File: config.mk
export PLATFORM = sky130hd
export DESIGN_NAME = sr_bank_writer
export DESIGN_NICKNAME = d
export VERILOG_FILES = /design/src/rtl/sr_bank_writer.sv
export SDC_FILE = /design/constraint.sdc
export NUM_CORES = 1
export LEC_CHECK = 0
export BUFFER_PORTS_ARGS = -buffer_cell sky130_fd_sc_hd__buf_2
export CAP_MARGIN = 20
export CORE_ASPECT_RATIO = 0.75
export CORE_MARGIN = 2
export CORE_UTILIZATION = 50
export DETAILED_ROUTE_END_ITERATION = 12
export PLACE_DENSITY = 0.78
export REMOVE_ABC_BUFFERS = 1
export SYNTH_ARGS = -nofsm -noshare
export SYNTH_HDL_FRONTEND = slang
export SYNTH_SLANG_ARGS = --single-unit
File: constraint.sdc
create_clock -name clk -period 2.1 [get_ports clk]
set_input_delay 0.105 -clock clk [delete_from_list [all_inputs] [get_ports clk]]
set_output_delay 0.105 -clock clk [all_outputs]
set_load 0.02 [all_outputs]
File: src/rtl/sr_bank_writer.sv
// sr_bank_writer: drives a bank of external SR flip-flops to a masked target value,
// verifies the feedback, and re-drives up to MAX_RETRY times before flagging an error.
module sr_bank_writer #(
  parameter int WIDTH     = 8,
  parameter int MAX_RETRY = 3
) (
  input  logic             clk,
  input  logic             clear,
  input  logic             req_valid,
  output logic             req_ready,
  input  logic [WIDTH-1:0] req_data,
  input  logic [WIDTH-1:0] req_mask,
  output logic [WIDTH-1:0] s,
  output logic [WIDTH-1:0] r,
  input  logic [WIDTH-1:0] q_fb,
  input  logic [WIDTH-1:0] qbar_fb,
  output logic             done,
  output logic             err,
  output logic [WIDTH-1:0] err_bits,
  output logic [3:0]       retry_cnt
);
  localparam logic [1:0] IDLE   = 2'd0;
  localparam logic [1:0] DRIVE  = 2'd1;
  localparam logic [1:0] SETTLE = 2'd2;
  localparam logic [1:0] CHECK  = 2'd3;
  localparam logic [3:0] MAX_R  = 4'(MAX_RETRY);
  logic [1:0]       state_q, state_d;
  logic [WIDTH-1:0] target_q, target_d, mask_q, mask_d;
  logic [WIDTH-1:0] s_q, s_d, r_q, r_d, err_bits_q, err_bits_d, mismatch;
  logic             ready_q, ready_d, done_q, done_d, err_q, err_d;
  logic [3:0]       retry_q, retry_d;
  // a non-complementary q/qbar pair is treated as a failed bit
  assign mismatch = mask_q & ((q_fb ^ target_q) | ~(q_fb ^ qbar_fb));
  always_comb begin
    state_d    = state_q;
    target_d   = target_q;
    mask_d     = mask_q;
    s_d        = '0;
    r_d        = '0;
    done_d     = 1'b0;
    err_d      = 1'b0;
    err_bits_d = err_bits_q;
    retry_d    = retry_q;
    case (state_q)
      IDLE: if (req_valid) begin
        target_d   = req_data;
        mask_d     = req_mask;
        retry_d    = '0;
        err_bits_d = '0;
        state_d    = DRIVE;
      end
      DRIVE: begin
        s_d     = mask_q & target_q & ~q_fb;
        r_d     = mask_q & ~target_q & q_fb;
        state_d = SETTLE;
      end
      SETTLE: state_d = CHECK;
      CHECK: if (mismatch == '0) begin
        done_d  = 1'b1;
        state_d = IDLE;
      end else if (retry_q < MAX_R) begin
        retry_d = retry_q + 4'd1;
        state_d = DRIVE;
      end else begin
        err_d      = 1'b1;
        err_bits_d = mismatch;
        state_d    = IDLE;
      end
    endcase
    ready_d = state_d == IDLE;
  end
  always_ff @(posedge clk or negedge clear) begin
    if (!clear) begin
      state_q    <= IDLE;
      target_q   <= '0;
      mask_q     <= '0;
      s_q        <= '0;
      r_q        <= '0;
      ready_q    <= 1'b1;
      done_q     <= 1'b0;
      err_q      <= 1'b0;
      err_bits_q <= '0;
      retry_q    <= '0;
    end else begin
      state_q    <= state_d;
      target_q   <= target_d;
      mask_q     <= mask_d;
      s_q        <= s_d;
      r_q        <= r_d;
      ready_q    <= ready_d;
      done_q     <= done_d;
      err_q      <= err_d;
      err_bits_q <= err_bits_d;
      retry_q    <= retry_d;
    end
  end
  assign req_ready = ready_q;
  assign s         = s_q;
  assign r         = r_q;
  assign done      = done_q;
  assign err       = err_q;
  assign err_bits  = err_bits_q;
  assign retry_cnt = retry_q;
endmodule

# ---- Word level (Yosys, flattened, before mapping)
# Index checks and enable logic that the tools add are counted.
dict set report totals {
  inputBits 35
  regBits 49
}
dict set report op_classes {
  mux 19
  reduce_logical 7
  add_sub_neg 1
  n_eq_ne 7
  magnitude_cmp 1
  bitwise 11
}
# op count
set op_table {}
lappend op_table {{AND 8 bit} 5}
lappend op_table {{2-to-1 mux 8 bit} 5}
lappend op_table {{inverter 8 bit} 3}
lappend op_table {{one-hot mux 8 bit (2 select lines)} 1}
lappend op_table {{XOR 8 bit} 2}
lappend op_table {{2-to-1 mux 4 bit} 3}
lappend op_table {{zero test 8 bit} 1}
lappend op_table {{!= test 2 bit, second input constant} 4}
lappend op_table {{OR 8 bit} 1}
lappend op_table {{one-hot mux 2 bit (4 select lines)} 1}
lappend op_table {{one-hot mux 4 bit (2 select lines)} 1}
lappend op_table {{AND reduction 4 bit} 2}
lappend op_table {{2-to-1 mux 1 bit} 7}
lappend op_table {{adder 4 x 1 -> 4 bit, second input constant} 1}
lappend op_table {{== test 2 bit, second input constant} 2}
lappend op_table {{zero test 2 bit} 2}
lappend op_table {{< comparator 4 x 2 -> 1 bit, second input constant} 1}
lappend op_table {{== test 2 x 1 -> 1 bit, second input constant} 1}
lappend op_table {{2-to-1 mux 2 bit} 1}
lappend op_table {{AND reduction 2 bit} 1}
lappend op_table {{nonzero test 2 bit} 1}

# ---- Longest topological paths before layout
dict set report depth {
  ltp_word 8
  ltp_mapped 7
  depth_no_buf 7
}

# ---- Least setup slack after synthesis
# Ideal clock, no wire load.
dict set report synth_path {
  kind {reg-to-reg}
  start {register retry_q[0], in the netlist retry_cnt[0]}
  end {register retry_q[0], in the netlist retry_cnt[0]}
  stages_incl_launch_ff 6
  setup_slack_ns 0.447
  path_buffers 0
  period_less_slack_ns 1.653
  required_ns 2.031
  setup_time_ns 0.069
  t_arrival_ns 1.584
  cell_sequence {dfrtp_1 > ha_1 > nor3_4 > o21ai_1 > or4_1 > nand3_1}
}
dict set report synth_between {
  elab_chain_cells 4
  elab_cells_between_ends 7
  classes_between {add/sub (1); order compare (1); eq/ne (1); mux (3); reduce/logical (1)}
}
# item line_no
set synth_lines {}
lappend synth_lines {{start, declared} 31} ;# logic [3:0] retry_q, retry_d;
lappend synth_lines {{start signal, assigned} 94} ;# retry_q <= retry_d;
lappend synth_lines {{adder 4 x 1 -> 4 bit} 62} ;# retry_d = retry_q + 4'd1;
lappend synth_lines {{2-to-1 mux 4 bit} 61} ;# end else if (retry_q < MAX_R) begin
lappend synth_lines {{2-to-1 mux 4 bit} 58} ;# CHECK: if (mismatch == '0) begin
lappend synth_lines {{one-hot mux 4 bit (2 select lines)} 44} ;# case (state_q)
# Parallel ways exist; a longest one is shown, timed or not. The select of a mux whose other input is x is not followed.
# A chain may end at the register's enable or synchronous reset.

# ---- Worst setup path after layout
# Ends and elaborated chain as after synthesis.

==> metrics <==
cell area after synthesis=2095 µm²; Final Critical Period=1.734 ns; Crit path max-delay family=simple AND/OR/NAND/NOR gates; Hold WS=0.01409 ns; antenna diode count=0; Layout Utilization=0.6590; Sink Count=49; CP bufs+invs=0; Synth cell types=30; largest net degree at the start of global routing=39; CTS H-tree lvls=2; dominant cells by area after synthesis=dfrtp_1, mux2_2, nor3b_1, o221ai_2, nand2_1; max-cap violations=0; Data arrival, critical path=1.98 ns; RePlAce Congestion=0.8165; main flop type after synthesis=dfrtp_1; Crit Path Category=flop to flop; final std cells w/o fill=298; placed cells=282; Setup Viol. Count Final=0; WP data required=2.34 ns; DP HPWL=2.995 mm; core area=4029 µm²; CTS buffer count=5; Fmax=576.8 MHz; Die Span X=78.74 µm; most frequent cell after synthesis=dfrtp_1; Port-buffer cells=65; first-pass GRT wire length=7.093 mm; Max VDD drop=0.6255 mV; RSZ-0062 raised after global routing=no; first drt pass iteration count=4; number of DRC markers in iteration 0=101; DRC=0; drt via density=5.097; DP Area=2491 µm²; Reg clk slew, reported paths=0.08 ns; sequential area share after synthesis=0.5860; worst skew pair latency=0.30 ns; FFs w/ async S/R, synth=1.000; CP Launch Type=flop; Power per Cell Area=1192 nW/µm²; Tcrit/Tclk final=0.8256; starting density of the core=0.5199; Max-Slew Margin vs Limit=0.4482; CTS root buffer=clkbuf_8; Synth Instances=164; clock skew=0.004294 ns; via count=1519; Min-Delay Path Class=input port to flop; I/O pins=66; CP max-delay cell=dfrtp_1; EDFF count, synth=0; FF/Latch Area=1227 µm²; Final ANT Viol Nets=0; multi-input logic area=832.0 µm²; fillers=318; CTS tree=built; row cnt=20; critical path fanouts, max=6; post-cts repair resize count=0; status=finished, final reports clean; initial antenna violation count=0; worst slew pin tran=0.8277 ns; Largest stage delay, worst path=0.43 ns; aggregate global-route resource usage=0.2036; final hold violation count=0; design area=2655 µm²; layout cells sized above 1=0.4198; Chip Height=60.05 µm; syn_area_per_cell=12.77 µm²; full die area=4728 µm²; vias in the first global route=1493; Synth top area share=0.5735; grt ovf=0; cell taking the most area after synthesis=dfrtp_1; most common library cells after synthesis=dfrtp_1, nand2_1, mux2_2, nor3b_1, nand2b_1; wire per inst=14.27 µm; Synth Register Bits=49; setup total negative slack=0 ns; Clock Path Buffers=2; NumNets Final=281; Crit. End Element=flop; P_leak=0.001290 µW; Yosys warning total=0; CP cell instances=ha_1, nor3_4, o21ai_1, or4_1, nand3_1; area grow syn2layout=26.76%; final wirelength=4.251 mm; Slew Limit Fails=0
==> final cells by class <==
cell class | count | share of cell area
clock buffers | 7 | 0.02875
multi-input cells | 106 | 0.3134
repair buffers | 76 | 0.1612
well taps | 55 | 0.02592
inverters | 4 | 0.005655
flip-flops and latches | 49 | 0.4623
clock inverters | 1 | 0.002828
==> metrics by stage <==
step	setup slack (ns)	power (µW)
after floorplan	0.2237	2275
after global routing	0.2546	3413
after CTS	0.3766	3196
after detailed placement	0.3965	2639
after global placement	0.4708	2608
final	0.3662	3166
==> logic make-up (layout without fill, tap and decap cells) <==
kind of cell    count (synthesis)  count (layout)  synth area share
compound gates                 27              27            0.1213
fa+ha+maj                       4               4           0.02390
buf+inv                         9              88           0.01672
flops                          49              49            0.5860
mux                            16              16           0.08602
simple gates                   59              59            0.1661
==> routing by layer <==
| layer | vias up | global-route usage | wire length [µm] |
|---|---|---|---|
| met5 | - | 0 | 0 |
| met4 | 0 | 0.07268 | 35 |
| met3 | 3 | 0.06495 | 332 |
| met2 | 46 | 0.2906 | 1816 |
| met1 | 719 | 0.2949 | 2066 |
| li1 | 751 | - | - |
==> placed cells by master (no fill, tap or decap), types with 2 or more instances in the layout <==
cell           Yosys  layout
buf_2              1      65
dfrtp_1           48      48
nand2_1           21      21
nor3b_1           16      16
mux2_2            16      16
nand2b_1           8       8
dlygate4sd3_1      0       8
o2bb2ai_1          7       7
o221ai_2           6       6
nor2_1             5       5
clkbuf_8           0       5
inv_1              4       4
ha_1               4       4
o221ai_1           3       3
buf_4              0       3
nand4_2            2       2
o21ai_0            2       2
o21a_1             2       2
nand3_1            2       2
clkbuf_1           4       2
==> state kept, by name, summed over array words and instances, names as in the netlist <==
| register | cells |
|---|---|
| retry_cnt | 4 |
| target_q | 8 |
| err_bits | 8 |
| mask_q | 8 |
| state_q | 2 |
| req_ready | 1 |
| done | 1 |
| r | 8 |
| s | 8 |
| err | 1 |
==> worst paths after layout <==
path	startpoint	end	slack (ns)	cells after the start
setup / recovery	retry_cnt[0]$_DFFE_PN0P_	retry_cnt[0]$_DFFE_PN0P_	0.37	5
hold / removal	q_fb[1]	s[1]$_DFF_PN0_	0.01	2
setup reg to reg	retry_cnt[0]$_DFFE_PN0P_	retry_cnt[0]$_DFFE_PN0P_	0.37	5
hold reg to reg	err_bits[3]$_DFFE_PN0P_	err_bits[3]$_DFFE_PN0P_	0.49	1
max in group asynchronous	clear	retry_cnt[2]$_DFFE_PN0P_	1.05	3
min in group asynchronous	clear	s[5]$_DFF_PN0_	0.43	2
==> power breakdown <==
group | internal (µW) | switching (µW) | total (µW)
clock network | 236 | 304 | 540
logic | 526 | 652 | 1180
registers | 1220 | 225 | 1450
==> timing repair <==
item / in CTS / in global routing
buffers inserted: 0 / 0
endpoints found under the hold margin: 42 / 0
hold buffers: 8 / 0
Power figures use the tool's default switching activity.
